`config.mk`:
```
export PLATFORM = sky130hd
export DESIGN_NAME = scan_mux_flat
export DESIGN_NICKNAME = d
export VERILOG_FILES = /design/src/rtl/scan_mux_if.sv /design/src/rtl/scan_mux.sv /design/src/flat_wrapper.sv
export SDC_FILE = /design/constraint.sdc
export NUM_CORES = 1
export LEC_CHECK = 0
export ABC_AREA = 1
export CORE_MARGIN = 5
export CORE_UTILIZATION = 40
export DETAILED_ROUTE_END_ITERATION = 8
export PLACE_DENSITY = 0.71
export SYNTH_ARGS = -nofsm -noshare
export SYNTH_HDL_FRONTEND = slang
export SYNTH_SLANG_ARGS = --single-unit
```
`constraint.sdc`:
```
create_clock -name clk -period 2.9 [get_ports clk]
set_input_delay 0.435 -clock clk [delete_from_list [all_inputs] [get_ports clk]]
set_output_delay 0.435 -clock clk [all_outputs]
set_load 0.01 [all_outputs]
```
`src/rtl/scan_mux_if.sv`:
```
// scan_mux_if: source-side inputs and registered selection outputs of scan_mux
interface scan_mux_if #(
  parameter int N_CH    = 8,
  parameter int W       = 8,
  parameter int SEL_W   = $clog2(N_CH),
  parameter int DWELL_W = 8
);
  logic [N_CH*W-1:0]  I;
  logic               en;
  logic               mode;
  logic [SEL_W-1:0]   S;
  logic [DWELL_W-1:0] dwell;
  logic [N_CH-1:0]    ch_mask;
  logic [W-1:0]       Y;
  logic [SEL_W-1:0]   ch;
  logic               valid;
  logic               wrap;
  modport master (output I, en, mode, S, dwell, ch_mask, input Y, ch, valid, wrap);
  modport slave  (input I, en, mode, S, dwell, ch_mask, output Y, ch, valid, wrap);
endinterface

```
`src/rtl/scan_mux.sv`:
```
// scan_mux: N-channel registered mux with manual select and masked auto-scan with dwell
module scan_mux #(
  parameter int N_CH    = 8,
  parameter int W       = 8,
  parameter int SEL_W   = $clog2(N_CH),
  parameter int DWELL_W = 8
) (
  input logic       clk,
  input logic       rst_n,
  scan_mux_if.slave bus
);
  typedef enum logic [1:0] {IDLE, MAN, SCAN} state_t;
  state_t             state, state_n;
  logic [W-1:0]       y_q, y_n;
  logic [SEL_W-1:0]   ch_q, ch_n, ptr, ptr_n, low, nxt;
  logic [DWELL_W-1:0] cnt, cnt_n;
  logic               valid_q, valid_n, wrap_q, wrap_n;
  logic               empty, empty_n;
  assign bus.Y     = y_q;
  assign bus.ch    = ch_q;
  assign bus.valid = valid_q;
  assign bus.wrap  = wrap_q;
  // lowest set mask bit (restart point) and next set bit cyclically above ptr
  always_comb begin
    low = '0;
    nxt = ptr;
    for (int k = N_CH - 1; k >= 0; k--)
      if (bus.ch_mask[k]) low = SEL_W'(k);
    for (int k = N_CH - 1; k >= 1; k--)
      if (bus.ch_mask[(int'(ptr) + k) % N_CH]) nxt = SEL_W'((int'(ptr) + k) % N_CH);
  end
  // next state from en/mode; the target state's rule decides every register update
  always_comb begin
    state_n = !bus.en ? IDLE : bus.mode ? SCAN : MAN;
    y_n     = y_q;
    ch_n    = ch_q;
    valid_n = 1'b0;
    wrap_n  = 1'b0;
    ptr_n   = ptr;
    cnt_n   = '0;
    empty_n = empty;
    if (state_n == MAN) begin
      valid_n = int'(bus.S) < N_CH;
      y_n     = valid_n ? bus.I[bus.S*W +: W] : '0;
      ch_n    = bus.S;
    end else if (state_n == SCAN) begin
      if (bus.ch_mask == '0) begin
        empty_n = 1'b1;
      end else if (state != SCAN || empty) begin
        ptr_n   = low;
        empty_n = 1'b0;
      end else begin
        y_n     = bus.I[ptr*W +: W];
        ch_n    = ptr;
        valid_n = 1'b1;
        if (cnt >= bus.dwell) begin
          ptr_n  = nxt;
          wrap_n = nxt <= ptr;
        end else begin
          cnt_n = cnt + 1'b1;
        end
      end
    end
  end
  // state and output registers, cleared asynchronously
  always_ff @(posedge clk or negedge rst_n) begin
    if (!rst_n) begin
      state   <= IDLE;
      y_q     <= '0;
      ch_q    <= '0;
      valid_q <= 1'b0;
      wrap_q  <= 1'b0;
      ptr     <= '0;
      cnt     <= '0;
      empty   <= 1'b0;
    end else begin
      state   <= state_n;
      y_q     <= y_n;
      ch_q    <= ch_n;
      valid_q <= valid_n;
      wrap_q  <= wrap_n;
      ptr     <= ptr_n;
      cnt     <= cnt_n;
      empty   <= empty_n;
    end
  end
endmodule
```
`src/flat_wrapper.sv`:
```
// flat-port wrapper written by rule: the top's interface ports become plain ports
module scan_mux_flat 
#(
  parameter int N_CH    = 8,
  parameter int W       = 8,
  parameter int SEL_W   = $clog2(N_CH),
  parameter int DWELL_W = 8
)
  (clk, rst_n, bus_I, bus_en, bus_mode, bus_S, bus_dwell, bus_ch_mask, bus_Y, bus_ch, bus_valid, bus_wrap);
  scan_mux_if #(.N_CH(N_CH), .W(W), .SEL_W(SEL_W), .DWELL_W(DWELL_W)) bus_i ();
  input logic clk;
  input logic rst_n;
  input wire logic [$bits(bus_i.I)-1:0] bus_I;
  input wire logic [$bits(bus_i.en)-1:0] bus_en;
  input wire logic [$bits(bus_i.mode)-1:0] bus_mode;
  input wire logic [$bits(bus_i.S)-1:0] bus_S;
  input wire logic [$bits(bus_i.dwell)-1:0] bus_dwell;
  input wire logic [$bits(bus_i.ch_mask)-1:0] bus_ch_mask;
  output wire logic [$bits(bus_i.Y)-1:0] bus_Y;
  output wire logic [$bits(bus_i.ch)-1:0] bus_ch;
  output wire logic [$bits(bus_i.valid)-1:0] bus_valid;
  output wire logic [$bits(bus_i.wrap)-1:0] bus_wrap;
  assign bus_i.I = bus_I;
  assign bus_i.en = bus_en;
  assign bus_i.mode = bus_mode;
  assign bus_i.S = bus_S;
  assign bus_i.dwell = bus_dwell;
  assign bus_i.ch_mask = bus_ch_mask;
  assign bus_Y = bus_i.Y;
  assign bus_ch = bus_i.ch;
  assign bus_valid = bus_i.valid;
  assign bus_wrap = bus_i.wrap;
  scan_mux #(.N_CH(N_CH), .W(W), .SEL_W(SEL_W), .DWELL_W(DWELL_W)) u_core (.clk(clk), .rst_n(rst_n), .bus(bus_i));
endmodule
```
# After elaboration in Yosys (flattened, before gate mapping)
# Index checks and enable logic that the tools add are counted.
[totals]
regBits = 27
out_inout_bits = 13
[op_classes]
n_addsub = 8
muxes = 64
n_eq_ne = 5
order_cmp = 9
n_bitwise = 9
n_reduce_logical = 15
shifts = 2
[op_table]
columns = ["op", "count"]
rows = [
  ["64-bit by 7-bit variable part select with 8-bit output", 2],
  ["8-bit 2-to-1 mux", 9],
  ["3-bit 2-to-1 mux", 21],
  ["4-bit by 5-bit less-than comparator with 1-bit output (second input constant)", 7],
  ["1-bit 2-to-1 mux", 25],
  ["1-bit binary-select mux with 3-bit select", 7],
  ["3-bit OR reduction", 7],
  ["3-bit adder (second input constant)", 4],
  ["8-bit by 1-bit adder with 8-bit output (second input constant)", 1],
  ["8-bit >= comparator", 1],
  ["8-bit zero test", 1],
  ["1-bit bitwise AND (first input constant)", 7],
  ["3-bit by 2-bit adder with 3-bit output (second input constant)", 2],
  ["3-bit AND reduction", 2],
  ["2-bit nonzero test", 3],
  ["2-bit 2-to-1 mux", 2],
  ["2-bit by 1-bit inequality test with 1-bit output (second input constant)", 2],
  ["4-bit AND reduction", 1],
  ["3-bit by 1-bit adder with 3-bit output (second input constant)", 1],
  ["3-bit <= comparator", 1],
  ["2-bit by 1-bit == test with 1-bit output (second input constant)", 1],
  ["2-bit == test (second input constant)", 1],
  ["2-bit inequality test (second input constant)", 1],
  ["1-bit inverter", 2],
  ["1-bit logical OR", 1],
]

# Depth between registers and ports, before layout
# Gate-level depths: netlist of the first run.
[depth]
ltp_word = 19
depth_mapped = 23
ltp_nobuf = 22

# Worst setup path after synthesis of the first run
# Ideal clock, no wire load.
[synth_timing]
path_kind = "register to register"
from = "reg u_core.ptr[0]"
to = "reg u_core.wrap_q (netlist: u_core.bus.wrap)"
slack_ps = 369
path_buffers = 1
synth_period_minus_slack_ps = 2531
stages_incl_launch_ff = 22
arrival_time_ps = 2467
setup_time_ps = 64
required_ps = 2836
path_cell_list = "dfrtp_1 inv_2 buf_6 ha_1 inv_1 nand3_1 nand3_2 nand3_1 nand2_1 nand2_1 nand2_1 nand2_1 nand2_1 nand2_1 nand2_1 nand2_1 ha_1 a21oi_1 o21ai_0 a21oi_1 nand3_1 inv_1"
[synth_between]
elab_chain_cells = 17
[synth_rtl]
columns = ["item", "line", "text"]
rows = [
  ["from (decl)", "scan_mux.sv:15", "logic [SEL_W-1:0] ch_q, ch_n, ptr, ptr_n, low, nxt;"],
  ["from (signal assigned)", "scan_mux.sv:82", "ptr <= ptr_n;"],
  ["3-bit adder", "scan_mux.sv:30", "if (bus.ch_mask[(int'(ptr) + k) % N_CH]) nxt = SEL_W'((int'(ptr) + k) % N_CH);"],
  ["1-bit binary-select mux with 3-bit select", "scan_mux.sv:30", ""],
  ["1-bit 2-to-1 mux (implied by the code) (2 in series)", "scan_mux.sv:30", ""],
  ["3-bit 2-to-1 mux (7 in series)", "scan_mux.sv:30", ""],
  ["3-bit <= comparator (*)", "scan_mux.sv:58", "wrap_n = nxt <= ptr;"],
  ["1-bit 2-to-1 mux (*)", "scan_mux.sv:56", "if (cnt >= bus.dwell) begin"],
  ["1-bit 2-to-1 mux (*)", "scan_mux.sv:49", "end else if (state != SCAN || empty) begin"],
  ["1-bit 2-to-1 mux (*)", "scan_mux.sv:47", "if (bus.ch_mask == '0) begin"],
  ["1-bit 2-to-1 mux (*)", "scan_mux.sv:46", "end else if (state_n == SCAN) begin"],
  ["1-bit 2-to-1 mux (*)", "scan_mux.sv:42", "if (state_n == MAN) begin"],
  ["named net u_core.wrap_n", "scan_mux.sv:17", "logic valid_q, valid_n, wrap_q, wrap_n;"],
  ["to (signal assigned)", "scan_mux.sv:81", "wrap_q <= wrap_n;"],
  ["to (decl)", "scan_mux.sv:17", ""],
]
# The timed path passes the listed nets; every way through them passes the cells marked *. The select of a mux whose other input is x is not followed.
# A chain may end at the register's enable or synchronous reset.

# Worst setup path after layout of the first run
[layout_timing]
from = "reg u_core.ptr[1]"
to = "reg u_core.wrap_q (netlist: u_core.bus.wrap)"
# Same word-level chain as after synthesis.

==> reports/results.txt, run 1 <==
outcome: finished, final reports clean
Clock transition at path regs: 100 ps
Synth Net Count: 509
Die ar.: 0.00821 mm²
IO Count: 100
final-report max-slew violation count: 0
P_int: 1020 µW
DP Cell Count: 580
Final Hold Vio Count: 0
clock share of power: 12.7%
Post-synth top flop: dfrtp_1
NumNets Final: 610
Yosys reg bits: 27
Post-Syn Instances: 408
share of the synthesized area in the top cell type: 26.0%
Unique masters post-synth: 33
synth top area cells: dfrtp_1 (26%), nand2_1 (19%), nand3_1 (8.7%), ha_1 (6.7%), inv_1 (5.5%)
vias in the first global route: 2,885
number of synthesized flops with an enable pin: 0
crit path from: u_core.ptr[1]
Initial Util: 40.9%
pwr/cell area: 480 mW/mm²
most frequent cells in the layout: nand2_1 (132), clkdlybuf4s50_1 (99), nand3_1 (45)
Tcrit/Tclk final: 91.4%
Slew HR: 64.1%
Hold Crit Class: reg2reg
Clock Path Buffers: 2
critical path endpoint category: register
RR Startpoint: u_core.ptr[1]
first-pass GRT wire length: 13,000 µm
Seq/Total Area, Yosys: 26.0%
Setup Crit Path Kind: reg2reg
# diodes: 0
CP Launch Type: register
Post-DRT Antenna Nets: 0
switching portion of total power: 43.3%
area grow syn2layout: 44.0%
# H-tree levels: 1
switching pwr: 777 µW
leakage power: 0.00179 µW
via count: 3,030
Routed WL per cell: 13.2 µm
final setup vio count: 0
Worst-Margin Slew: 536 ps
Die Y-Extent: 90.6 µm
Tot Pwr: 1800 µW
Fmax: 377 MHz
sequential power share: 26.3%
hold_sp: u_core.cnt[0]
asr flop ratio synth: 100%
drt via density: 5.18
Synth warnings: 0
Post-Syn Area per Cell: 6.37 µm²
Worst-Skew Late Latency: 280 ps
CP Max Fanout: 8
number of hold buffers added after cts: 0
combinational share of power: 61.0%
synthesized area: 0.00260 mm²
drt first pass iters: 4
# DRC: 0
Fin Setup TNS: 0 ps
maximum vdd drop: 0.000288 V
TritonCTS clock tree: built
worst clock skew: 1.32 ps
GR Overflow Total: 0
Post-DP HPWL: 6430 µm
max-cap violation count: 0
Non-Filler Instances: 585
clk sinks: 27
Iter 0 DRT Violations: 165
Die Wd: 90.6 µm
GP Congestion: 0.893
cell taking the most area after synthesis: dfrtp_1
initial antenna violation count: 0
Total GRT Usage: 18.4%
Row Count: 29
pin count of the biggest net entering global routing: 34
min Tclk post-route: 2650 ps
Root Buffer Master: clkbuf_8
CP Data Arrival Time: 2880 ps
Worst EP required: 3120 ps
most common cell after layout, fill and taps aside: nand2_1
core area: 0.00635 mm²
share of layout cells above drive strength 1: 8.27%
Port Buf Inserts: 99
overall routed net length: 7710 µm
Num CTS Buffers: 3
## final timing paths
| kind | endpoint | slack [ps] | cells past startpoint |
|---|---|---|---|
| worst max-delay path | u_core.bus.wrap | 250 | 18 |
| worst min-delay path | u_core.cnt[0] | 500 | 1 |
| worst max register to register | u_core.bus.wrap | 250 | 18 |
| worst min register to register | u_core.cnt[0] | 500 | 1 |
| max in group asynchronous | u_core.bus.wrap | 2120 | 2 |
| min in group asynchronous | u_core.cnt[3] | 520 | 2 |
## through the flow
step                      setup slack (ps)  utilization, %  hold slack [ps]  area [µm²]
after global routing                 -7.37            59.0              520        3740
after CTS                              237            58.8              506        3730
after global placement                 236            58.0              471        3680
after floorplan                        369               -              139        2600
after detailed placement               165            58.0              486        3680
final                                  249            59.0              502        3740
## kinds of logic (layout without fill, tap and decap cells)
family                   Yosys count  in the layout  share of synthesized area (%)
adder cells (fa/ha/maj)           14             14                           6.74
buffers and inverters             62            162                           10.2
XOR/XNOR                           2              2                           1.40
AO/OA/AOI/OAI                     65             65                           15.7
AND/OR/NAND/NOR                  238            238                           39.9
flip-flops                        27             27                           26.0
## area by class of cell
type	count	area, µm²
Clock buffer	3	41.3
Multi-Input combinational cell	319	1670
Tap cell	77	96.3
Fill cell	615	2610
Sequential cell	27	676
Inverter	48	183
Clock inverter	1	8.76
Timing Repair Buffer	110	1070
## what timing repair did
action	4_1_cts	5_1_grt
buffers inserted	0	1
hold endpoints to repair	0	0
endpoints found under the setup margin	0	1
resized for setup	0	2
## power by group through the flow
stage               Combinational, µW  Clock [µW]  Sequential (µW)
global route                     1250         254              479
detailed placement               1090           0              478
global placement                 1090           0              479
floorplan                         698           0              485
finish                           1100         229              472
CTS                              1090         234              473
## sequential cells by signal, indices dropped and copies added, names as in the netlist
register and flops:
u_core.bus.ch 3, u_core.empty 1, u_core.cnt 8, u_core.bus.wrap 1, u_core.state 2, u_core.ptr 3, u_core.bus.Y 8, u_core.bus.valid 1
## layer usage
metal	share of wire (%)	vias to the layer above	track usage, %
li1	-	1556	-
met4	1.3	0	4.59
met1	43	1348	23.4
met5	0	-	0
met2	46	116	30.0
met3	10	10	6.00
## synthesized netlist by cell type, types with 3 or more instances
library cell / n
o21ai_1: 5
o32ai_1: 8
nand3_1: 45
nand3_2: 4
a211oi_1: 3
nand2_1: 132
inv_2: 9
clkbuf_1: 4
o21ai_0: 13
nand4_1: 4
a21oi_1: 23
a32oi_1: 8
nand2_2: 5
inv_1: 38
nor3_1: 3
ha_1: 14
dfrtp_1: 27
buf_2: 6
nor2_1: 38
## critical path, stage by stage (launching register included)
cell	delay [ps]
dfrtp_1	430
buf_4	150
buf_4	160
ha_1	250
xor2_4	190
nand3b_1	230
nand2_2	100
a21oi_1	40
nand2_1	70
nand2_1	40
nand2_1	60
nand2_1	60
a21boi_0	170
ha_1	270
nand2_1	60
o21ai_0	60
a21oi_1	130
nand3_1	80
inv_1	60
Note: power is estimated with default switching activity, not from simulation.
==> inputs of run 2 (changes only) <==
--- a/config.mk
+++ b/config.mk
@@ -6,6 +6,7 @@
 export NUM_CORES = 1
 export LEC_CHECK = 0
 export ABC_AREA = 1
+export CAP_MARGIN = 20
 export CORE_MARGIN = 5
 export CORE_UTILIZATION = 40
 export DETAILED_ROUTE_END_ITERATION = 8
==> results of run 2 <==
The final DEF is identical to that of run 1; final timing and power are the same.
